<file path="src/rtl/lab5_mcore_mem_arbiter.sv">
// ---------------------------------------------------------------------------
// lab5_mcore_mem_arbiter
//   Shares one memory request/response port pair among NREQ requesters.
//   Requests are picked by a round-robin arbiter. Once a request is offered
//   to memory, the grant is held until memory accepts it. The requester id
//   rides in the top IDW bits of the opaque field, and responses are routed
//   back by that id. A per-requester outstanding-request limit (MAX_OUTST)
//   provides backpressure. err is a sticky flag for protocol errors.
//
//   Ports
//     clk, reset          clock, asynchronous active-low reset
//     req_msg/val/rdy     NREQ request ports, 77-bit msgs, slot i at [77i+:77]
//     resp_msg/val/rdy    NREQ response ports, 45-bit msgs, slot i at [45i+:45]
//     memreq_msg/val/rdy  shared memory request port
//     memresp_msg/val/rdy shared memory response port
//     err                 sticky protocol-error flag
//
//   Optional build macro LAB5_MCORE_ARB_STATS_EN adds:
//     grant_cnt  NREQ*16  per-requester request-fire counters (wrapping)
//     stall_cnt  32       cycles with memreq_val=1 and memreq_rdy=0 (wrapping)
// ---------------------------------------------------------------------------

// Per-requester slice: outstanding counter (and grant counter in stats builds).
module lab5_mcore_arb_lane #(
    parameter int MAX_OUTST = 4
) (
    input  logic        clk,
    input  logic        reset,
    input  logic        inc,       // request fire for this requester
    input  logic        dec,       // response fire for this requester
    output logic        room,      // below the outstanding limit
    output logic        undf       // response fire with nothing outstanding
`ifdef LAB5_MCORE_ARB_STATS_EN
    ,
    output logic [15:0] grant_cnt
`endif
);
    logic [3:0] cnt;

    always_ff @(posedge clk or negedge reset) begin
        if (!reset)                          cnt <= '0;
        else if (inc && !dec)                cnt <= cnt + 4'd1;
        else if (dec && !inc && cnt != 4'd0) cnt <= cnt - 4'd1;
    end

    assign room = (cnt < 4'(MAX_OUTST));
    assign undf = dec && (cnt == 4'd0);

`ifdef LAB5_MCORE_ARB_STATS_EN
    always_ff @(posedge clk or negedge reset) begin
        if (!reset)   grant_cnt <= '0;
        else if (inc) grant_cnt <= grant_cnt + 16'd1;
    end
`endif
endmodule

module lab5_mcore_mem_arbiter #(
    parameter int NREQ      = 4,
    parameter int MAX_OUTST = 4
) (
    input  logic                clk,
    input  logic                reset,
    input  logic [NREQ*77-1:0]  req_msg,
    input  logic [NREQ-1:0]     req_val,
    output logic [NREQ-1:0]     req_rdy,
    output logic [NREQ*45-1:0]  resp_msg,
    output logic [NREQ-1:0]     resp_val,
    input  logic [NREQ-1:0]     resp_rdy,
    output logic [76:0]         memreq_msg,
    output logic                memreq_val,
    input  logic                memreq_rdy,
    input  logic [44:0]         memresp_msg,
    input  logic                memresp_val,
    output logic                memresp_rdy,
    output logic                err
`ifdef LAB5_MCORE_ARB_STATS_EN
    ,
    output logic [NREQ*16-1:0]  grant_cnt,
    output logic [31:0]         stall_cnt
`endif
);
    localparam int IDW   = $clog2(NREQ);
    localparam int RQ_LO = 74 - IDW;   // request tag is [73:RQ_LO]
    localparam int RS_LO = 42 - IDW;   // response tag is [41:RS_LO]

    typedef enum logic {ST_IDLE, ST_HOLD} state_t;

    state_t          state, state_nxt;
    logic            hold, hold_load, held_val, scan_found;
    logic            any_elig, req_fire, id_ok, sel_rdy, err_set;
    logic [IDW-1:0]  rr_ptr, hold_id, grant, scan_id, resp_id;
    logic [NREQ-1:0] room, undf, elig, gnt_oh, hold_oh, resp_oh, resp_fire;
    logic [44:0]     resp_clean;

    assign hold     = (state == ST_HOLD);
    assign elig     = req_val & room;
    assign any_elig = |elig;

    // First eligible requester starting at rr_ptr, wrapping mod NREQ.
    always_comb begin
        scan_id    = rr_ptr;
        scan_found = 1'b0;
        for (int k = 0; k < NREQ; k++) begin
            if (!scan_found && elig[(int'(rr_ptr) + k) % NREQ]) begin
                scan_found = 1'b1;
                scan_id    = IDW'((int'(rr_ptr) + k) % NREQ);
            end
        end
    end

    // While holding, the offered requester stays fixed even if it becomes
    // ineligible, so the memory-side message never changes before acceptance.
    assign grant      = hold ? hold_id : scan_id;
    assign memreq_val = reset && (any_elig || hold);
    assign req_fire   = memreq_val && memreq_rdy;

    always_comb begin
        memreq_msg              = req_msg[int'(grant)*77 +: 77];
        memreq_msg[73:RQ_LO]    = grant;
    end

    // Response side: route by the tag, hand every port the untagged message.
    assign resp_id = memresp_msg[41:RS_LO];
    assign id_ok   = (int'(resp_id) < NREQ);

    always_comb begin
        resp_clean             = memresp_msg;
        resp_clean[41:RS_LO]   = '0;
    end

    assign sel_rdy     = |(resp_rdy & resp_oh);
    // Responses with an unknown id are swallowed so memory never stalls on them.
    assign memresp_rdy = reset && (id_ok ? sel_rdy : 1'b1);
    assign held_val    = |(req_val & hold_oh);

    for (genvar i = 0; i < NREQ; i++) begin : g_lane
        assign gnt_oh[i]             = (int'(grant) == i);
        assign hold_oh[i]            = (int'(hold_id) == i);
        assign resp_oh[i]            = id_ok && (int'(resp_id) == i);
        assign req_rdy[i]            = req_fire && gnt_oh[i];
        assign resp_val[i]           = reset && memresp_val && resp_oh[i];
        assign resp_fire[i]          = resp_val[i] && resp_rdy[i];
        assign resp_msg[i*45 +: 45]  = resp_clean;

        lab5_mcore_arb_lane #(.MAX_OUTST(MAX_OUTST)) u_lane (
            .clk       (clk),
            .reset     (reset),
            .inc       (req_rdy[i]),
            .dec       (resp_fire[i]),
            .room      (room[i]),
            .undf      (undf[i])
`ifdef LAB5_MCORE_ARB_STATS_EN
            ,
            .grant_cnt (grant_cnt[i*16 +: 16])
`endif
        );
    end

    // Hold FSM: enter on an offered-but-refused request, leave on acceptance
    // or when the held requester illegally withdraws its valid.
    always_comb begin
        state_nxt = state;
        hold_load = 1'b0;
        case (state)
            ST_IDLE: if (memreq_val && !memreq_rdy) begin
                state_nxt = ST_HOLD;
                hold_load = 1'b1;
            end
            ST_HOLD: if (req_fire || !held_val) state_nxt = ST_IDLE;
            default: state_nxt = ST_IDLE;
        endcase
    end

    assign err_set = (|undf) || (memresp_val && !id_ok) || (hold && !held_val);

    always_ff @(posedge clk or negedge reset) begin
        if (!reset) begin
            state   <= ST_IDLE;
            rr_ptr  <= '0;
            hold_id <= '0;
            err     <= 1'b0;
        end else begin
            state <= state_nxt;
            if (hold_load) hold_id <= grant;
            if (req_fire)  rr_ptr  <= (int'(grant) == NREQ-1) ? '0 : grant + IDW'(1);
            if (err_set)   err     <= 1'b1;
        end
    end

`ifdef LAB5_MCORE_ARB_STATS_EN
    always_ff @(posedge clk or negedge reset) begin
        if (!reset)                          stall_cnt <= '0;
        else if (memreq_val && !memreq_rdy)  stall_cnt <= stall_cnt + 32'd1;
    end
`endif
endmodule

</file>
<file path="config.mk">
export PLATFORM = sky130hd
export DESIGN_NAME = lab5_mcore_mem_arbiter
export DESIGN_NICKNAME = d
export VERILOG_FILES = /design/src/rtl/lab5_mcore_mem_arbiter.sv
export SDC_FILE = /design/constraint.sdc
export NUM_CORES = 1
export LEC_CHECK = 0
export ABC_CLOCK_PERIOD_IN_PS = 3200
export CORE_AREA = 2 2 243 245
export DETAILED_ROUTE_END_ITERATION = 7
export DIE_AREA = 0 0 245 247
export GPL_TIMING_DRIVEN = 0
export SETUP_SLACK_MARGIN = 0.05
export SLEW_MARGIN = 20
export SYNTH_ARGS = -nofsm -noshare
export SYNTH_HDL_FRONTEND = slang
export SYNTH_HIERARCHICAL = 1
export SYNTH_SLANG_ARGS = --single-unit
</file>
<file path="constraint.sdc">
create_clock -name clk -period 3.2 [get_ports clk]
set_clock_uncertainty 0.05 [all_clocks]
set_input_delay 0.64 -clock clk [delete_from_list [all_inputs] [get_ports clk]]
set_output_delay 0.64 -clock clk [all_outputs]
set_load 0.02 [all_outputs]
</file>
==> metrics.md, run 1 <==
| Metric | Value |
|---|---|
| DR DRC count | 0 |
| Sink Count | 22 |
| Total Wirelength | approximately 36 mm |
| Synth async-reset ratio | 1.00 |
| Pwr Density | slightly above 1000 mW/mm^2 |
| Clock H-tree levels | 1 |
| Root Driver | clkbuf_16 |
| WP data arrival | between 3000 and 4000 ps |
| Tmin final | roughly 3400 ps |
| Syn-to-layout area delta | 154% |
| R2r worst-path depth | 14 |
| Die Span Y | approximately 250 microns |
| Clk_lat worst skew | around 260 ps |
| VDD IR max | 0.000597 V |
| Tot Pwr | roughly 15 mW |
| GRT Total Usage | 0.105 |
| Final period utilization | 1.05 |
| Max incr delay on CP | 500 ps |
| Worst Max-Slew Pin Slew | around 600 ps |
| EDFF count, synth | 0 |
| WL/cell | approximately 17 microns |
| Antenna Cells | 0 |
| Register area share after synthesis | 0.0948 |
| Top-count cell post-synth | mux2i_1 |
| Synth top area share | 0.391 |
| FF-to-FF setup slack | -160 ps |
| Post-route setup slack | -156 ps |
| RD Place Congestion | between 0.7 and 0.8 |
| Vias | a little over 7k |
| Final setup TNS | -4120 ps |
| Worst-path cell chain | nor2_4 > and3b_2 > a41oi_2 > o221ai_2 > nand2_4 > buf_4 > buf_12 > buf_16 > nor3_4 > nand2b_4 > ha_4 > nand3_4 > and4_4 > or4_1 |
| Slew Limit Fails | 0 |
| Ys Warns | 6 |
| Most frequent cells after synthesis | mux2i_1, buf_4, dfrtp_1 |
| PortBufs | roughly 570 |
| R2r endpoint | g_lane[0].u_lane/cnt[3] |
| Detail Placement HPWL | 29.0 mm |
| Fin Hold WS | between 300 and 400 ps |
| Total gr overflow | 0 |
| Vias in the first global route | about 7.1k |
| Core area | between 0.05 and 0.06 sq mm |
| Reg2Reg Launch Point | g_lane[0].u_lane/cnt[2] |
| Outcome | finished, violations left |
| Cts bufs inserted | 3 |
| Worst EP required | approximately 3300 ps |
| First-pass GRT wire length | roughly 47 mm |
| Register bit count reported by yosys | 22 |
| Mapped cell area | 0.00580 sq mm |
| Die width | 245 microns |
| # rows | between 80 and 90 |
| CP Max Fanout | 6 |
| Slew Limit Headroom | 0.600 |
| Failing checks | negative setup slack |
| Setup CP Type | reg2reg |
| Min-Delay Path Class | in2async |
| Area leader, netlist | mux2i_1 |
| Mapped Avg Cell Area | approximately 9.5 sq um |
| Ports | 633 |
| Setup crit end kind | flop |
| DRT iter0 DRCs | a little under 200 |
| Clock slew at the register clock pins of the worst setup and hold paths | 70 ps |
| Number of max-cap violations | 0 |
| Slowest CP cell | or4_1 |
| Share of layout cells above drive strength 1 | 0.410 |
| Most used DFF post-synth | dfrtp_1 |
| Final setup viols | 67 |
| DR pass1 iterations | 4 |
| Detail-routed via count per cell | roughly 3.4 |
| Largest net degree at the start of global routing | 27 |
| Placed Area | approximately 0.013 sq mm |
| Leak | between 5 and 6 nW |
| Initial core utilization | 0.0997 |
| Post-layout instance area | 0.0147 sq mm |
| Library cells used by synthesis | 47 |
| Syn Inst Count | 613 |
| Fmax | 298 MHz |
| CTS max path bufs | 2 |
| Routed Antenna Nets | 0 |
| RSZ-0062 raised after global routing | yes |
| Die area | roughly 0.061 sq mm |
| Final Hold Viols | 0 |
| Crit start category | flop |
| Initial antenna violation count | 6 |
| CTS tree | done |
| Synth area leaders | mux2i_1, buf_4, dfrtp_1 |
| Nets | between 1.5k and 2k |
## final cells by class
| cell class | count | area (sq um) |
|---|---|---|
| Buffer | 204 | 1840 |
| Clock buffer | 3 | 75.1 |
| Clock inverter | 1 | 30.0 |
| Fill cell | 6286 | 43500 |
| Inverter | 11 | 48.8 |
| Multi-Input combinational cell | 382 | 4450 |
| Sequential cell | 22 | 561 |
| Tap cell | 773 | 967 |
| Timing Repair Buffer | 675 | 6740 |
## worst max path at each step
stage	start	endpoint	slack [ps]
after global routing	g_lane[3].u_lane/cnt[2]	memreq_msg[49]	-250
after floorplan	req_val[3]	g_lane[0].u_lane/cnt[3]	-220
after global placement	req_val[0]	memreq_msg[24]	-1250
after detailed placement	req_val[3]	memreq_msg[24]	-1260
after CTS	g_lane[0].u_lane/cnt[2]	memreq_msg[17]	-200
final	g_lane[0].u_lane/cnt[2]	g_lane[0].u_lane/cnt[3]	-160
## worst max-delay path: cells and delay by family (launching register included)
| family | cells | cell delay [ps] |
|---|---|---|
| compound gates | 2 | 340 |
| buf+inv | 3 | 440 |
| simple gates | 8 | 1650 |
| fa+ha+maj | 1 | 310 |
| flops | 1 | 420 |
## state kept, by name, summed over array words and instances, names as in the netlist
register and count:
err 1, g_lane.u_lane/cnt 16, hold 1, hold_id 2, rr_ptr 2
## metrics by stage
stage,worst slack (ps),cells,utilization
finish,-156,2071,0.253
global route,-251,2071,0.253
CTS,-198,2054,0.246
detailed placement,-1260,1966,0.219
global placement,-1250,1966,0.219
floorplan,-217,620,-
## kinds of logic (layout without fill, tap and decap cells)
logic type / after synthesis / after routing / share of synthesized area
flip-flops: 22 / 22 / 0.0948
AO/OA/AOI/OAI: 41 / 41 / 0.0586
multiplexers: 238 / 238 / 0.417
XOR/XNOR: 9 / 9 / 0.0136
other: 1 / 8 / 0.000646
AND/OR/NAND/NOR: 74 / 74 / 0.0817
buffers and inverters: 216 / 894 / 0.303
adder cells (fa/ha/maj): 12 / 12 / 0.0310
## cells in the final DEF, fill, tap and decap left out, types with 9 or more instances in the layout
cell type / Yosys / layout
inv_1: 10 / 10
buf_12: 12 / 28
clkbuf_16: 0 / 9
buf_4: 186 / 295
clkdlybuf4s50_1: 0 / 487
mux2i_1: 227 / 175
dfrtp_1: 22 / 14
buf_16: 0 / 10
mux2i_4: 0 / 38
and2_1: 10 / 9
mux2i_2: 0 / 14
buf_2: 1 / 22
buf_6: 5 / 20
## per-layer routing
layer  GRT usage  wire length (microns)
met1       0.132                  14800
met2       0.193                  18900
met3      0.0144                   1940
met4      0.0126                    431
met5           0                      0
## repair_timing
action | 4_1_cts | 5_1_grt
hold buffers | 0 | 0
gates cloned | 12 | 6
pin swaps | 17 | 5
resized for setup | 548 | 69
buffers inserted | 72 | 18
setup endpoints to repair | 96 | 92
hold endpoints to repair | 0 | 0
## report_power, final
part           switching [mW]  total [mW]  internal (mW)
Combinational            6.26        13.9           7.61
Sequential              0.256       0.673          0.417
Clock                   0.113       0.362          0.249
No activity file was read; power rests on OpenSTA's default activity.
==> inputs of run 2 (changes only) <==
--- a/config.mk
+++ b/config.mk
@@ -10,6 +10,7 @@
 export DETAILED_ROUTE_END_ITERATION = 7
 export DIE_AREA = 0 0 245 247
 export GPL_TIMING_DRIVEN = 0
+export RECOVER_POWER = 100
 export SETUP_SLACK_MARGIN = 0.05
 export SLEW_MARGIN = 20
 export SYNTH_ARGS = -nofsm -noshare
==> results of run 2 <==
No change in the layout: final DEF, timing and power equal those of run 1.
